$ cat src/rtl/serial_link_pkg.sv
// rtl/serial_link_pkg.sv - shared types and constants for the serial-link PHY
// Holds the beat type (two DDR halves per lane), the divider width default
// and the transmitter FSM state encoding.
package serial_link_pkg;

    localparam int unsigned NumLanesDefault    = 8;
    localparam int unsigned ClkDivWidthDefault = 10;
    // One beat carries two bits per lane: lower half first, then upper half.
    localparam int unsigned PhyDataWidth       = 2 * NumLanesDefault;

    typedef logic [PhyDataWidth-1:0] phy_data_t;

    typedef enum logic {
        PhyTxIdle,
        PhyTxSend
    } phy_tx_state_e;

endpackage

$ cat src/rtl/serial_link_ddr_clk_gen.sv
// rtl/serial_link_ddr_clk_gen.sv - bit-period counter and forwarded-clock generator
// Ports:
//   clk_i, rst_i            system clock, async active-high reset
//   load_i                  a beat is accepted this cycle: restart period, latch cfg
//   send_d_i                transmitter will be in SEND next cycle
//   cfg_clk_div_i           requested cycles per beat (rounded down to even, min 2)
//   cfg_clk_shift_start_i   counter value where the forwarded clock rises
//   cfg_clk_shift_end_i     counter value where the forwarded clock falls
//   eop_o                   current cycle is the last of the beat period
//   lo_half_d_o             next cycle is in the lower-half window of the beat
//   ddr_rcv_clk_o           registered forwarded clock
module serial_link_ddr_clk_gen
    import serial_link_pkg::*;
#(
    parameter int unsigned ClkDivWidth = ClkDivWidthDefault
) (
    input  logic                   clk_i,
    input  logic                   rst_i,
    input  logic                   load_i,
    input  logic                   send_d_i,
    input  logic [ClkDivWidth-1:0] cfg_clk_div_i,
    input  logic [ClkDivWidth-1:0] cfg_clk_shift_start_i,
    input  logic [ClkDivWidth-1:0] cfg_clk_shift_end_i,
    output logic                   eop_o,
    output logic                   lo_half_d_o,
    output logic                   ddr_rcv_clk_o
);

    localparam logic [ClkDivWidth-1:0] DivMin = ClkDivWidth'(2);
    localparam logic [ClkDivWidth-1:0] One    = ClkDivWidth'(1);

    logic [ClkDivWidth-1:0] cnt_q, cnt_d;
    logic [ClkDivWidth-1:0] div_q, div_d;
    logic [ClkDivWidth-1:0] start_q, start_d;
    logic [ClkDivWidth-1:0] end_q, end_d;
    logic                   fclk_q, fclk_d;
    logic [ClkDivWidth-1:0] div_even;
    logic [ClkDivWidth-1:0] div_eff;

    assign eop_o         = (cnt_q == div_q - One);
    assign ddr_rcv_clk_o = fclk_q;

    always_comb begin
        div_even = {cfg_clk_div_i[ClkDivWidth-1:1], 1'b0};
        div_eff  = (div_even < DivMin) ? DivMin : div_even;
        cnt_d    = cnt_q;
        div_d    = div_q;
        start_d  = start_q;
        end_d    = end_q;
        if (load_i) begin
            cnt_d   = '0;
            div_d   = div_eff;
            start_d = cfg_clk_shift_start_i;
            end_d   = cfg_clk_shift_end_i;
        end else if (send_d_i) begin
            cnt_d = cnt_q + One;
        end else begin
            cnt_d = '0;
        end
        // cnt never reaches div, so shift values at or beyond div clip naturally.
        fclk_d      = send_d_i && (cnt_d >= start_d) && (cnt_d < end_d);
        lo_half_d_o = (cnt_d < (div_d >> 1));
    end

    always_ff @(posedge clk_i or posedge rst_i) begin
        if (rst_i) begin
            cnt_q   <= '0;
            div_q   <= DivMin;
            start_q <= '0;
            end_q   <= '0;
            fclk_q  <= 1'b0;
        end else begin
            cnt_q   <= cnt_d;
            div_q   <= div_d;
            start_q <= start_d;
            end_q   <= end_d;
            fclk_q  <= fclk_d;
        end
    end

endmodule

$ cat src/rtl/serial_link_ddr_chan_tx.sv
// rtl/serial_link_ddr_chan_tx.sv - DDR physical-layer transmitter for one serial-link channel
// Ports:
//   clk_i, rst_i            system clock, async active-high reset
//   data_in_i/_valid_i      beat from the data link layer (2*NumLanes bits)
//   data_in_ready_o         beat accepted this cycle when valid is high
//   cfg_tx_en_i             allows new beats to be accepted
//   cfg_clk_div_i           cycles per beat
//   cfg_clk_shift_start_i   forwarded-clock rising-edge counter value
//   cfg_clk_shift_end_i     forwarded-clock falling-edge counter value
//   ddr_o                   lane data: lower half of beat, then upper half
//   ddr_rcv_clk_o           forwarded clock
//   busy_o                  high while a beat is on the wires
module serial_link_ddr_chan_tx
    import serial_link_pkg::*;
#(
    parameter int unsigned NumLanes    = NumLanesDefault,
    parameter int unsigned ClkDivWidth = ClkDivWidthDefault
) (
    input  logic                    clk_i,
    input  logic                    rst_i,
    input  logic [2*NumLanes-1:0]   data_in_i,
    input  logic                    data_in_valid_i,
    output logic                    data_in_ready_o,
    input  logic                    cfg_tx_en_i,
    input  logic [ClkDivWidth-1:0]  cfg_clk_div_i,
    input  logic [ClkDivWidth-1:0]  cfg_clk_shift_start_i,
    input  logic [ClkDivWidth-1:0]  cfg_clk_shift_end_i,
    output logic [NumLanes-1:0]     ddr_o,
    output logic                    ddr_rcv_clk_o,
    output logic                    busy_o
);

    phy_tx_state_e           state_q, state_d;
    logic [2*NumLanes-1:0]   data_q, data_d;
    logic [NumLanes-1:0]     ddr_q, ddr_d;
    logic                    busy_q, busy_d;
    // Holds ready low for the first cycle after reset release.
    logic                    rdy_en_q;
    logic                    eop;
    logic                    lo_half_d;
    logic                    accept;

    assign data_in_ready_o = rdy_en_q && cfg_tx_en_i && ((state_q == PhyTxIdle) || eop);
    assign accept          = data_in_valid_i && data_in_ready_o;
    assign ddr_o           = ddr_q;
    assign busy_o          = busy_q;

    serial_link_ddr_clk_gen #(
        .ClkDivWidth (ClkDivWidth)
    ) u_clk_gen (
        .clk_i                 (clk_i),
        .rst_i                 (rst_i),
        .load_i                (accept),
        .send_d_i              (state_d == PhyTxSend),
        .cfg_clk_div_i         (cfg_clk_div_i),
        .cfg_clk_shift_start_i (cfg_clk_shift_start_i),
        .cfg_clk_shift_end_i   (cfg_clk_shift_end_i),
        .eop_o                 (eop),
        .lo_half_d_o           (lo_half_d),
        .ddr_rcv_clk_o         (ddr_rcv_clk_o)
    );

    always_comb begin
        state_d = state_q;
        case (state_q)
            PhyTxIdle: if (accept) state_d = PhyTxSend;
            PhyTxSend: if (eop)    state_d = accept ? PhyTxSend : PhyTxIdle;
            default:               state_d = PhyTxIdle;
        endcase
        data_d = accept ? data_in_i : data_q;
        busy_d = (state_d == PhyTxSend);
        // Lane data is registered from next-state values so it lines up with cnt.
        if (state_d == PhyTxSend) begin
            ddr_d = lo_half_d ? data_d[NumLanes-1:0] : data_d[2*NumLanes-1:NumLanes];
        end else begin
            ddr_d = '0;
        end
    end

    always_ff @(posedge clk_i or posedge rst_i) begin
        if (rst_i) begin
            state_q  <= PhyTxIdle;
            data_q   <= '0;
            ddr_q    <= '0;
            busy_q   <= 1'b0;
            rdy_en_q <= 1'b0;
        end else begin
            state_q  <= state_d;
            data_q   <= data_d;
            ddr_q    <= ddr_d;
            busy_q   <= busy_d;
            rdy_en_q <= 1'b1;
        end
    end

    a_data_stable : assert property (@(posedge clk_i) disable iff (rst_i)
        (data_in_valid_i && !data_in_ready_o) |=> $stable(data_in_i));

    a_no_ready_in_reset : assert property (@(posedge clk_i)
        rst_i |-> !data_in_ready_o);

endmodule

$ cat config.mk
export PLATFORM = sky130hd
export DESIGN_NAME = serial_link_ddr_chan_tx
export DESIGN_NICKNAME = d
export VERILOG_FILES = /design/src/rtl/serial_link_pkg.sv /design/src/rtl/serial_link_ddr_clk_gen.sv /design/src/rtl/serial_link_ddr_chan_tx.sv
export SDC_FILE = /design/constraint.sdc
export NUM_CORES = 1
export LEC_CHECK = 0
export CAP_MARGIN = 20
export CORE_MARGIN = 1.5
export CORE_UTILIZATION = 35
export DETAILED_ROUTE_END_ITERATION = 10
export GPL_ROUTABILITY_DRIVEN = 1
export SETUP_SLACK_MARGIN = 0.15
export SLEW_MARGIN = 20
export SYNTH_ARGS = -nofsm -noshare
export SYNTH_HDL_FRONTEND = slang
export SYNTH_SLANG_ARGS = --single-unit
export TNS_END_PERCENT = 10
$ cat constraint.sdc
create_clock -name clk_i -period 6.2 [get_ports clk_i]
set_input_delay 1.55 -clock clk_i [delete_from_list [all_inputs] [get_ports clk_i]]
set_output_delay 1.55 -clock clk_i [all_outputs]
set_load 0.005 [all_outputs]
* After elaboration in Yosys (flattened, before gate mapping)
Index checks and enable logic that the tools add are counted.
** Storage, ports and cells
- Flip-flop bits (word level) :: 67
- Input bits :: 50
- Output and inout port bits :: 11
- Logic and storage cells :: 36
** Cells by class
- $add $sub $neg :: 2
- Magnitude comparators :: 4
- Equality and inequality tests :: 1
- Multiplexer cells :: 12
- Bitwise operators :: 1
- Reductions and logical operators :: 6
** Operator list (count)
- $mux 10 :: 6
- $mux 16 :: 1
- $mux 8 :: 2
- $add 10x1->10 const B :: 1
- $eq 10x10->1 :: 1
- $ge 10x10->1 :: 1
- $lt 10x10->1 :: 1
- $lt 10x2->1 const B :: 1
- $lt 10x9->1 :: 1
- $sub 10x1->10 const B :: 1
- $logic_and 1x1->1 :: 5
- $mux 1 :: 2
- $pmux 1 s2 :: 1
- $logic_or 1x1->1 :: 1
- $not 1->1 :: 1

* Logic depth before layout (Yosys ltp)
Gate-level depths: netlist of run 1.
- Word-level depth :: 13
- Depth in mapped cells :: 20
- Gate-level depth less buffers :: 17

* By module
From an unflattened synthesis of run 1, not the netlist that was laid out.
** Second synthesis, totals
- Cells, all modules :: 377
- Area, all modules :: 4022.6 um^2
** Modules (own cells, without submodules)
- serial_link_ddr_clk_gen :: times used 1, cells an instance 258, area an instance 2593.7 um^2, seq. area each 1002.2 um^2
- serial_link_ddr_chan_tx :: times used 1, cells an instance 119, area an instance 1428.9 um^2, seq. area each 650.6 um^2

* Worst setup path after synthesis of run 1
No wires, ideal clock.
- Path type :: flip-flop to flip-flop
- Start point :: register u_clk_gen.div_q[3]
- End point :: register ddr_q[0] (netlist: ddr_o[0])
- Setup time :: 120 ps
- Arrival time :: 4380 ps
- Required time :: 6080 ps
- Slack :: 1700 ps
- Cell stages (with the launch flop) :: 15
- Clock period less this slack :: 4500 ps
- Cell sequence :: dfrtp_1 > or4_4 > or3_1 > a2111oi_2 > o2111ai_1 > a21oi_1 > buf_2 > mux2i_1 > ha_1 > a21o_1 > a21o_1 > a221oi_1 > o221ai_1 > or3b_1 > o211a_1
** Between the ends
- Longest elaborated chain between the ends :: 13
** Ends and longest elaborated chain
- start, declared :: line serial_link_ddr_clk_gen.sv:33 : logic [ClkDivWidth-1:0] div_q, div_d;
- start signal, assigned :: line serial_link_ddr_clk_gen.sv:68 : div_q <= DivMin;
- start signal, assigned :: line serial_link_ddr_clk_gen.sv:74 : div_q <= div_d;
- $sub 10x1->10 :: line serial_link_ddr_clk_gen.sv:40 : assign eop_o = (cnt_q == div_q - One);
- $eq 10x10->1 :: line serial_link_ddr_clk_gen.sv:40
- $logic_or 1x1->1 :: line serial_link_ddr_chan_tx.sv:43 : assign data_in_ready_o = rdy_en_q && cfg_tx_en_i && ((state_q == PhyTxIdle) || eop);
- $logic_and 1x1->1 :: line serial_link_ddr_chan_tx.sv:43
- $logic_and 1x1->1 :: line serial_link_ddr_chan_tx.sv:44 : assign accept = data_in_valid_i && data_in_ready_o;
- $mux 1 :: line serial_link_ddr_chan_tx.sv:66, serial_link_ddr_chan_tx.sv:67
- $mux 1 :: line serial_link_ddr_chan_tx.sv:67 : PhyTxSend: if (eop) state_d = accept ? PhyTxSend : PhyTxIdle;
- $pmux 1 s2 :: line serial_link_ddr_chan_tx.sv:65 : case (state_q)
- $mux 10 :: line serial_link_ddr_clk_gen.sv:55 : end else if (send_d_i) begin
- $mux 10 :: line serial_link_ddr_clk_gen.sv:50 : if (load_i) begin
- $lt 10x9->1 :: line serial_link_ddr_clk_gen.sv:62 : lo_half_d_o = (cnt_d < (div_d >> 1));
- $mux 8 :: line serial_link_ddr_chan_tx.sv:74 : ddr_d = lo_half_d ? data_d[NumLanes-1:0] : data_d[2*NumLanes-1:NumLanes];
- $mux 8 (*) :: line serial_link_ddr_chan_tx.sv:73 : if (state_d == PhyTxSend) begin
- named net ddr_d[0] :: line serial_link_ddr_chan_tx.sv:35 : logic [NumLanes-1:0] ddr_q, ddr_d;
- end signal, assigned :: line serial_link_ddr_chan_tx.sv:90 : ddr_q <= ddr_d;
- end, declared :: line serial_link_ddr_chan_tx.sv:35
Mark *: on every way through the listed nets, which the timed path passes. The rest lies on a longest branch.
A chain may end at the register's enable or synchronous reset.

* Final worst setup path of run 1
- Start point :: register u_clk_gen.div_q[3]
- End point :: output port data_in_ready_o
** Between the ends
- Longest elaborated chain between the ends :: 4
** Ends and longest elaborated chain
- $sub 10x1->10 :: line serial_link_ddr_clk_gen.sv:40
- $eq 10x10->1 :: line serial_link_ddr_clk_gen.sv:40
- $logic_or 1x1->1 :: line serial_link_ddr_chan_tx.sv:43
- $logic_and 1x1->1 :: line serial_link_ddr_chan_tx.sv:43
- end, declared :: line serial_link_ddr_chan_tx.sv:23 : output logic data_in_ready_o,
No other way between the ends.

==> flow_metrics.env, run 1 <==
export IMPL_antenna_found_initial=0
export IMPL_syn_num_nets=383
export IMPL_viasPerCell=4.837
export IMPL_clock_path_buffers=2
export IMPL_synth_flop_cell="dfrtp_1"
export IMPL_finClkSkew_ns=0.01132
export IMPL_worst_pin_slew_ns=0.8255
export IMPL_synth_area_leader_cell="dfrtp_1"
export IMPL_vias=2457
export IMPL_fillers=931
export IMPL_ir_worst_vdd_uv=100.4
export IMPL_synth_distinct_cells=47
export IMPL_syn_area_mm2=0.003533
export IMPL_ant_nets=0
export IMPL_synth_seq_cells=66
export IMPL_drive_gt1_share_pct=11.73
export IMPL_syn_inst=304
export IMPL_grt_pass1_wl_um=12480
export IMPL_clk_insertion_delay_late_ns=0.34
export IMPL_htree_num_levels=3
export IMPL_synth_warning_count=0
export IMPL_io_pin_count=61
export IMPL_cellLeakagePower_uw=0.002401
export IMPL_placed_cell_area_mm2=0.004265
export IMPL_layout_nets=450
export IMPL_max_freq_mhz=197.0
export IMPL_post_route_min_period_ns=5.075
export IMPL_cts_root_buf="clkbuf_8"
export IMPL_gr_total_overflow=0
export IMPL_grt_pass1_vias=2538
export IMPL_cp_data_arrival_time_ns=3.53
export IMPL_start_util_pct=36.15
export IMPL_synth_common_cells="dfrtp_1, inv_1, ha_1"
export IMPL_hold_path_class="reg2reg"
export IMPL_ys_top_cells_by_area="dfrtp_1, ha_1, mux2i_1"
export IMPL_period_share_pct=81.86
export IMPL_n_antenna_cell=0
export IMPL_required_ns=4.65
export IMPL_rows=36
export IMPL_track_usage_pct=15.63
export IMPL_route_detailed_drc=0
export IMPL_slew_viol_final=0
export IMPL_slew_headroom_pct=44.97
export IMPL_cts_hold_fix_buffers=0
export IMPL_netlist_area_leader_share_pct=46.03
export IMPL_synth_edf_count=0
export IMPL_grt_max_degree=67
export IMPL_cts_made_buffers=9
export IMPL_hold_viol=0
export IMPL_clock_sinks=66
export IMPL_status="complete, no violations"
export IMPL_start_kind="register"
export IMPL_async_flop_share_pct=100.0
export IMPL_fin_tns_setup_ns=0
export IMPL_p_total_uw=835.2
export IMPL_yosysSeqAreaShare_pct=46.78
export IMPL_gp_congestion=0.8344
export IMPL_maxCapViolCount=0
export IMPL_hpwl_um=5695
export IMPL_drtPass1Iterations=4
export IMPL_critPathKind="reg2out"
export IMPL_die_w_um=103.5
export IMPL_cts_tree="done"
export IMPL_syn2layout_area_growth_pct=26.20
export IMPL_clkTransAtPathRegs_ns=0.08
export IMPL_fp_dieH_um=103.5
export IMPL_drt_total_wl_um=7559
export IMPL_power_density_mw_per_mm2=187.3
export IMPL_die_area_mm2=0.01071
export IMPL_avgSynthCellArea_um2=11.62
export IMPL_drt_iter0_drc=116
export IMPL_post_cts_buffers=0
export IMPL_finalSetupViolCount=0
export IMPL_critical_path_max_fanout=13
export IMPL_endpoint_kind="primary output"
export IMPL_fin_area_mm2=0.004459
export IMPL_wl_per_cell_um=14.88
export IMPL_core_area_mm2=0.009774
export IMPL_rsz0062_at_grt="no"
export IMPL_cts_resized=0
export IMPL_synth_most_common_cell="dfrtp_1"
export IMPL_port_buffers=59
[routing by layer]
metal	vias up	share of wire (%)	global-route usage, %
li1	1216	-	-
met3	11	3.1	3.427
met1	1188	49	20.75
met5	-	0	0
met2	42	47	25.14
met4	0	1.7	5.821
[final cells by class]
type / count / area, um^2 / area share, %
Multi-Input combinational cell: 200 / 1709 / 38.33
Timing Repair Buffer: 63 / 620.6 / 13.92
Sequential cell: 66 / 1653 / 37.07
Clock inverter: 4 / 52.55 / 1.178
Clock buffer: 11 / 141.4 / 3.171
Inverter: 31 / 116.4 / 2.609
Tap cell: 133 / 166.4 / 3.732
[where the power goes]
part           internal, uW  switching, uW
Sequential              431          0.125
Combinational          27.7           14.9
Clock                   195            166
[flip-flops by register name, summed over array words and instances (netlist names)]
register                 cells
u_clk_gen.div_q              9
u_clk_gen.cnt_q             10
u_clk_gen.end_q             10
ddr_o                        8
u_clk_gen.ddr_rcv_clk_o      1
u_clk_gen.start_q           10
rdy_en_q                     1
busy_o                       1
data_q                      16
[cells in the final DEF (no fill, tap or decap), types with 2 or more instances in the layout]
cell / count
clkinv_4: 2
o211a_1: 9
nand2_1: 7
a211oi_1: 4
nor3b_1: 2
and3_1: 4
nand4_1: 2
buf_4: 4
ha_1: 29
nor2_1: 15
clkbuf_8: 10
dfrtp_1: 65
o21ai_0: 6
nand3_1: 8
mux2i_1: 25
clkdlybuf4s50_1: 59
inv_1: 30
xor2_1: 8
nor3_1: 2
a21o_1: 11
nor4_1: 4
or3b_1: 7
xnor2_1: 11
mux2_2: 17
nand2b_1: 2
a21oi_1: 5
a221oi_1: 3
[stage by stage]
step	utilization [%]	hold WS, ns	worst slack (ns)	instances
final	45.62	0.4941	1.125	508
after global routing	45.62	0.5106	0.8331	508
after CTS	45.62	0.4994	1.084	508
after detailed placement	43.64	0.4808	1.100	493
after global placement	43.64	0.4757	1.187	493
after floorplan	-	0.4573	1.700	304
[worst max-delay path, stage by stage (launching register included)]
cell             delay (ns)
dfrtp_1                0.46
or4_4                  0.57
or3_1                  0.40
a2111oi_2              0.35
o2111ai_1              0.29
nand2_1                0.42
and3_1                 0.21
clkdlybuf4s50_1        0.49
[worst paths after layout]
kind	startpoint	end	slack [ns]	cells past startpoint
hold reg to reg	data_q[5]$_DFF_PP0_	data_q[5]$_DFF_PP0_	0.49	1
min in group asynchronous	rst_i	u_clk_gen.end_q[9]$_DFF_PP0_	1.78	3
setup reg to reg	u_clk_gen.div_q[3]$_DFF_PP0_	ddr_o[5]$_DFF_PP0_	1.18	14
hold / removal	data_q[5]$_DFF_PP0_	data_q[5]$_DFF_PP0_	0.49	1
setup / recovery	u_clk_gen.div_q[3]$_DFF_PP0_	data_in_ready_o	1.12	7
max in group asynchronous	rst_i	u_clk_gen.cnt_q[8]$_DFF_PP0_	3.89	3
[cells by family (layout without fill, tap and decap cells)]
logic type / Yosys count / after routing / share of synthesized area [%]
other cells: 1 / 1 / 0.1061
fa+ha+maj: 29 / 29 / 10.27
flops: 66 / 66 / 46.78
compound gates: 47 / 47 / 10.48
simple gates: 61 / 61 / 9.880
mux: 43 / 43 / 12.92
buf+inv: 38 / 109 / 4.851
xor+xnor: 19 / 19 / 4.710
Power figures use the tool's default switching activity.
==> inputs of run 2 (changes only) <==
- clock period: 6.2 -> 5 ns (I/O delays scaled with it)
==> run 2 against run 1 <==
  * Non-clock buffer count grew 4
  * Combinational power is 24% higher
  * Routed wire length increased by 3.1%
  * Sequential cell count unchanged
  * Cell count rose by 0.98%
  * Utilization increased by 0.86 points
  * Register-to-register slack lost 0.85 ns
  * Critical path depth rose by 2
  * Design area up 1.9%
  * Sequential share of layout area shrank 0.66 points
  * Critical path type unchanged
  * Critical endpoint unchanged
  * Largest cell class unchanged
  * Highest routed layer unchanged
==> flow_metrics.env, run 2 (synthesis gave the netlist of run 1 again) <==
export IMPL_ant_nets=0
export IMPL_die_w_um=103.5
export IMPL_finalSetupViolCount=0
export IMPL_ir_worst_vdd_uv=142.4
export IMPL_dp_cells=497
export IMPL_port_buffers=59
export IMPL_pwr_share_comb_pct=4.8
export IMPL_final_common_cell="dfrtp_1"
export IMPL_multi_input_area_mm2=0.001732
export IMPL_p_int_uw=853.0
export IMPL_n_antenna_cell=0
export IMPL_grt_pass1_wl_um=12390
export IMPL_r2r_end="ddr_o[4]$_DFF_PP0_"
export IMPL_layout_cells_non_filler=513
export IMPL_r2r_slack_ns=0.33
export IMPL_required_ns=3.75
export IMPL_reg2reg_depth=15
export IMPL_clkTransAtPathRegs_ns=0.08
export IMPL_startpoint="u_clk_gen.div_q[3]$_DFF_PP0_"
export IMPL_regMostFlops="data_q"
export IMPL_worstHoldEndpoint="data_q[6]$_DFF_PP0_"
export IMPL_layout_nets=454
export IMPL_io_pin_count=61
export IMPL_wl_per_cell_um=15.19
export IMPL_rsz0062_at_grt="yes"
export IMPL_start_kind="register"
export IMPL_hold_viol=0
export IMPL_clock_path_buffers=2
export IMPL_antenna_found_initial=0
export IMPL_slew_viol_final=0
export IMPL_worst_pin_slew_ns=0.8656
export IMPL_finClkSkew_ns=0.01236
export IMPL_cts_hold_fix_buffers=0
export IMPL_hold_path_class="reg2reg"
export IMPL_start_util_pct=36.15
export IMPL_clock_sinks=66
export IMPL_post_route_min_period_ns=4.744
export IMPL_max_freq_mhz=210.8
export IMPL_clk_insertion_delay_late_ns=0.35
export IMPL_htree_num_levels=3
export IMPL_gp_congestion=0.8661
export IMPL_endpoint_kind="primary output"
export IMPL_vias=2507
export IMPL_fp_dieH_um=103.5
export IMPL_cts_root_buf="clkbuf_8"
export IMPL_reg2reg_from="u_clk_gen.div_q[3]$_DFF_PP0_"
export IMPL_critPathKind="reg2out"
export IMPL_layout_common_cells="dfrtp_1, clkdlybuf4s50_1, inv_1"
export IMPL_rows=36
export IMPL_fillers=925
export IMPL_maxCapViolCount=0
export IMPL_route_detailed_drc=0
export IMPL_seqCellArea_mm2=0.001654
export IMPL_worstHoldStart="data_q[6]$_DFF_PP0_"
export IMPL_status="complete, no violations"
export IMPL_power_switching_uw=245.8
export IMPL_drive_gt1_share_pct=14.47
export IMPL_track_usage_pct=15.75
export IMPL_slew_headroom_pct=42.21
export IMPL_drt_total_wl_um=7793
export IMPL_die_area_mm2=0.01071
export IMPL_hold_depth=1
export IMPL_gr_total_overflow=0
export IMPL_sw_frac_of_total_pct=22.37
export IMPL_core_area_mm2=0.009774
export IMPL_hpwl_um=5883
export IMPL_cellLeakagePower_uw=0.002439
export IMPL_power_density_mw_per_mm2=241.9
export IMPL_syn2layout_area_growth_pct=28.58
export IMPL_grt_pass1_vias=2527
export IMPL_pwr_share_clk_pct=46.6
export IMPL_period_share_pct=94.88
export IMPL_critical_path_max_fanout=9
export IMPL_drtPass1Iterations=4
export IMPL_fin_tns_setup_ns=0
export IMPL_cts_tree="done"
export IMPL_cts_made_buffers=9
export IMPL_p_seq_share_pct=48.6
export IMPL_viasPerCell=4.887
export IMPL_drt_iter0_drc=104
export IMPL_cp_data_arrival_time_ns=3.49
export IMPL_largest_register_ffs=16
export IMPL_grt_max_degree=43
==> run 2: final cells by class <==
cell class	count	area share, %
Clock buffer	9	2.727
Clock inverter	7	2.203
Inverter	31	2.561
Multi-Input combinational cell	200	38.12
Sequential cell	66	36.41
Tap cell	133	3.663
Timing Repair Buffer	67	14.32
==> run 2: worst max path at each step <==
stage	to	slack (ns)	cells after the start
finish	data_in_ready_o	0.26	9
global route	data_in_ready_o	0.13	9
CTS	data_in_ready_o	0.20	9
detailed placement	u_clk_gen.ddr_rcv_clk_o$_DFF_PP0_	0.25	16
global placement	u_clk_gen.ddr_rcv_clk_o$_DFF_PP0_	0.28	16
floorplan	ddr_o[0]$_DFF_PP0_	0.50	14
==> run 2: metrics by stage <==
stage	power (uW)	utilization, %	hold WS (ns)	worst slack (ns)	instance area, um^2
floorplan	554.1	-	0.4573	0.4997	3533
global placement	598.5	43.95	0.4728	0.2784	4295
detailed placement	598.7	43.95	0.4803	0.2454	4295
CTS	1114	46.24	0.4983	0.2014	4519
global route	1142	46.48	0.5125	0.1306	4543
finish	1099	46.48	0.4925	0.2560	4543
==> run 2: worst max-delay path, stage by stage (launching register included) <==
cell             delay (ns)
dfrtp_2                0.47
or4_4                  0.56
or3_1                  0.39
a2111oi_2              0.39
o2111ai_2              0.20
buf_4                  0.19
nand2_2                0.10
buf_4                  0.18
and3_1                 0.16
clkdlybuf4s50_1        0.49
==> run 2: layer usage <==
metal / track usage (%) / wire length (um) / share of wire (%)
met1: 20.99 / 3639 / 47
met2: 24.43 / 3693 / 47
met3: 4.503 / 324 / 4.2
met4: 5.925 / 136 / 1.7
met5: 0 / 0 / 0
==> run 2: power by group through the flow <==
stage | Clock (uW) | Combinational (uW) | Sequential (uW)
6_report | 512 | 52.7 | 534
5_1_grt | 550 | 58.1 | 534
4_1_cts | 526 | 54.4 | 534
3_5_place_dp | 0 | 54.2 | 544
3_3_place_gp | 0 | 54.1 | 544
2_1_floorplan | 0 | 9.59 | 544
==> run 2: what timing repair did <==
item / CTS / global route
endpoints found under the hold margin: 0 / 0
setup buffers: 0 / 0
setup endpoints to repair: 0 / 9
resized for setup: 0 / 6
==> inputs of run 3 (changes only) <==
- clock period: 5 -> 6.1 ns (I/O delays scaled with it)
==> run 3 against run 2 <==
  * First-iteration DRC count up 17%
  * Clock power down 18%
  * Largest cell class unchanged
  * Highest routed layer unchanged
  * Design area down 1.1%
  * Sequential share of layout area up 0.39 points
  * Non-clock buffer count down 4
==> flow_metrics.env, run 3 (synthesis gave the netlist of run 1 again) <==
export IMPL_die_w_um=103.5
export IMPL_regMostFlops="data_q"
export IMPL_clock_sinks=66
export IMPL_preCtsSetupSlack_ns=1.104
export IMPL_start_util_pct=36.15
export IMPL_fillers=922
export IMPL_hpwl_um=5790
export IMPL_clk_insertion_delay_late_ns=0.34
export IMPL_cellLeakagePower_uw=0.002410
export IMPL_dr_wl_met2_um=3601
export IMPL_drt_iter0_drc=122
export IMPL_grt_max_degree=67
export IMPL_route_detailed_drc=0
export IMPL_ir_worst_vdd_uv=120.7
export IMPL_top_layer="met4"
export IMPL_gr_total_overflow=0
export IMPL_power_density_mw_per_mm2=200.1
export IMPL_crit_buf_inv=1
export IMPL_crit_family="simple AND/OR/NAND/NOR gates"
export IMPL_cts_made_buffers=9
export IMPL_final_common_cell="dfrtp_1"
export IMPL_gp_congestion=0.8303
export IMPL_finalSetupViolCount=0
export IMPL_critPathSlowestCell="or4_4"
export IMPL_hold_path_class="reg2reg"
export IMPL_met1_length_um=3645
export IMPL_hold_viol=0
export IMPL_io_pin_count=61
export IMPL_viasPerCell=4.941
export IMPL_post_route_min_period_ns=5.074
export IMPL_fp_dieH_um=103.5
export IMPL_cts_resized=0
export IMPL_critPathMaxStageDelay_ns=0.57
export IMPL_antenna_found_initial=0
export IMPL_endpoint_kind="primary output"
export IMPL_critical_path_max_fanout=13
export IMPL_critPathKind="reg2out"
export IMPL_grt_pass1_wl_um=12440
export IMPL_largest_register_ffs=16
export IMPL_n_antenna_cell=0
export IMPL_period_share_pct=83.18
export IMPL_finClkSkew_ns=0.01190
export IMPL_htree_num_levels=3
export IMPL_clkTransAtPathRegs_ns=0.07
export IMPL_slew_viol_final=0
export IMPL_fin_tns_setup_ns=0
export IMPL_maxCapViolCount=0
export IMPL_layout_common_cells="dfrtp_1, clkdlybuf4s50_1, inv_1"
export IMPL_port_buffers=59
export IMPL_seqCellArea_mm2=0.001653
export IMPL_grt_pass1_vias=2546
export IMPL_syn2layout_area_growth_pct=27.12
export IMPL_status="complete, no violations"
export IMPL_drtPass1Iterations=4
export IMPL_track_usage_pct=15.53
export IMPL_vias=2515
export IMPL_drive_gt1_share_pct=12.23
export IMPL_cts_hold_fix_buffers=0
export IMPL_max_freq_mhz=197.1
export IMPL_routed_wl_met3_um=258
export IMPL_rsz0062_at_grt="no"
export IMPL_clock_path_buffers=2
export IMPL_drt_total_wl_um=7676
export IMPL_cts_tree="done"
export IMPL_path_cells="or4_4 > or3_1 > a2111oi_2 > o2111ai_1 > nand2_1 > and3_1 > clkdlybuf4s50_1"
export IMPL_die_area_mm2=0.01071
export IMPL_slew_headroom_pct=45.20
export IMPL_wl_per_cell_um=15.08
export IMPL_layout_nets=450
export IMPL_worst_pin_slew_ns=0.8220
export IMPL_cp_data_arrival_time_ns=3.55
export IMPL_ant_nets=0
export IMPL_p_total_uw=899.0
export IMPL_fin_ws_ns=1.026
export IMPL_start_kind="register"
export IMPL_post_cts_buffers=0
export IMPL_cts_root_buf="clkbuf_8"
export IMPL_core_area_mm2=0.009774
export IMPL_multi_input_area_mm2=0.001709
export IMPL_required_ns=4.58
export IMPL_rows=36
[run 3: layer usage]
layer  track usage [%]  up-vias
li1                  -     1218
met1             20.43     1231
met2             25.14       50
met3             2.554       16
met4             7.173        0
met5                 0        -
[run 3: path summary, 6_finish.rpt]
check                                                from                              to  slack, ns  cells after the start
setup reg to reg             u_clk_gen.div_q[3]$_DFF_PP0_              ddr_o[0]$_DFF_PP0_       1.15                     14
max in group asynchronous                           rst_i    u_clk_gen.cnt_q[8]$_DFF_PP0_       3.82                      3
min in group asynchronous                           rst_i              rdy_en_q$_DFF_PP0_       1.75                      3
hold reg to reg            u_clk_gen.start_q[9]$_DFF_PP0_  u_clk_gen.start_q[9]$_DFF_PP0_       0.49                      2
hold / removal             u_clk_gen.start_q[9]$_DFF_PP0_  u_clk_gen.start_q[9]$_DFF_PP0_       0.49                      2
setup / recovery             u_clk_gen.div_q[3]$_DFF_PP0_                 data_in_ready_o       1.03                      7
[run 3: report_power, final]
group	internal, uW	switching [uW]	total [uW]
Combinational	28.1	15.2	43.3
Sequential	438	0.135	438
Clock	242	176	418
[run 3: area by class of cell]
cell class	instances	share of cell area (%)
Multi-Input combinational cell	200	38.05
Sequential cell	66	36.80
Timing Repair Buffer	63	13.82
Tap cell	133	3.705
Clock buffer	10	3.064
Inverter	31	2.591
Clock inverter	6	1.978
[run 3: metrics by stage]
step / cells / instance area, um^2 / hold slack (ns) / utilization [%]
2_1_floorplan: 304 / 3533 / 0.4573 / -
3_3_place_gp: 493 / 4265 / 0.4755 / 43.64
3_5_place_dp: 493 / 4265 / 0.4794 / 43.64
4_1_cts: 509 / 4492 / 0.4975 / 45.95
5_1_grt: 509 / 4492 / 0.5089 / 45.95
6_report: 509 / 4492 / 0.4914 / 45.95
[run 3: tightest hold or removal path: stages, from the launching register on]
cell and delay (ns):
dfrtp_1 0.32, mux2i_1 0.08, inv_1 0.06
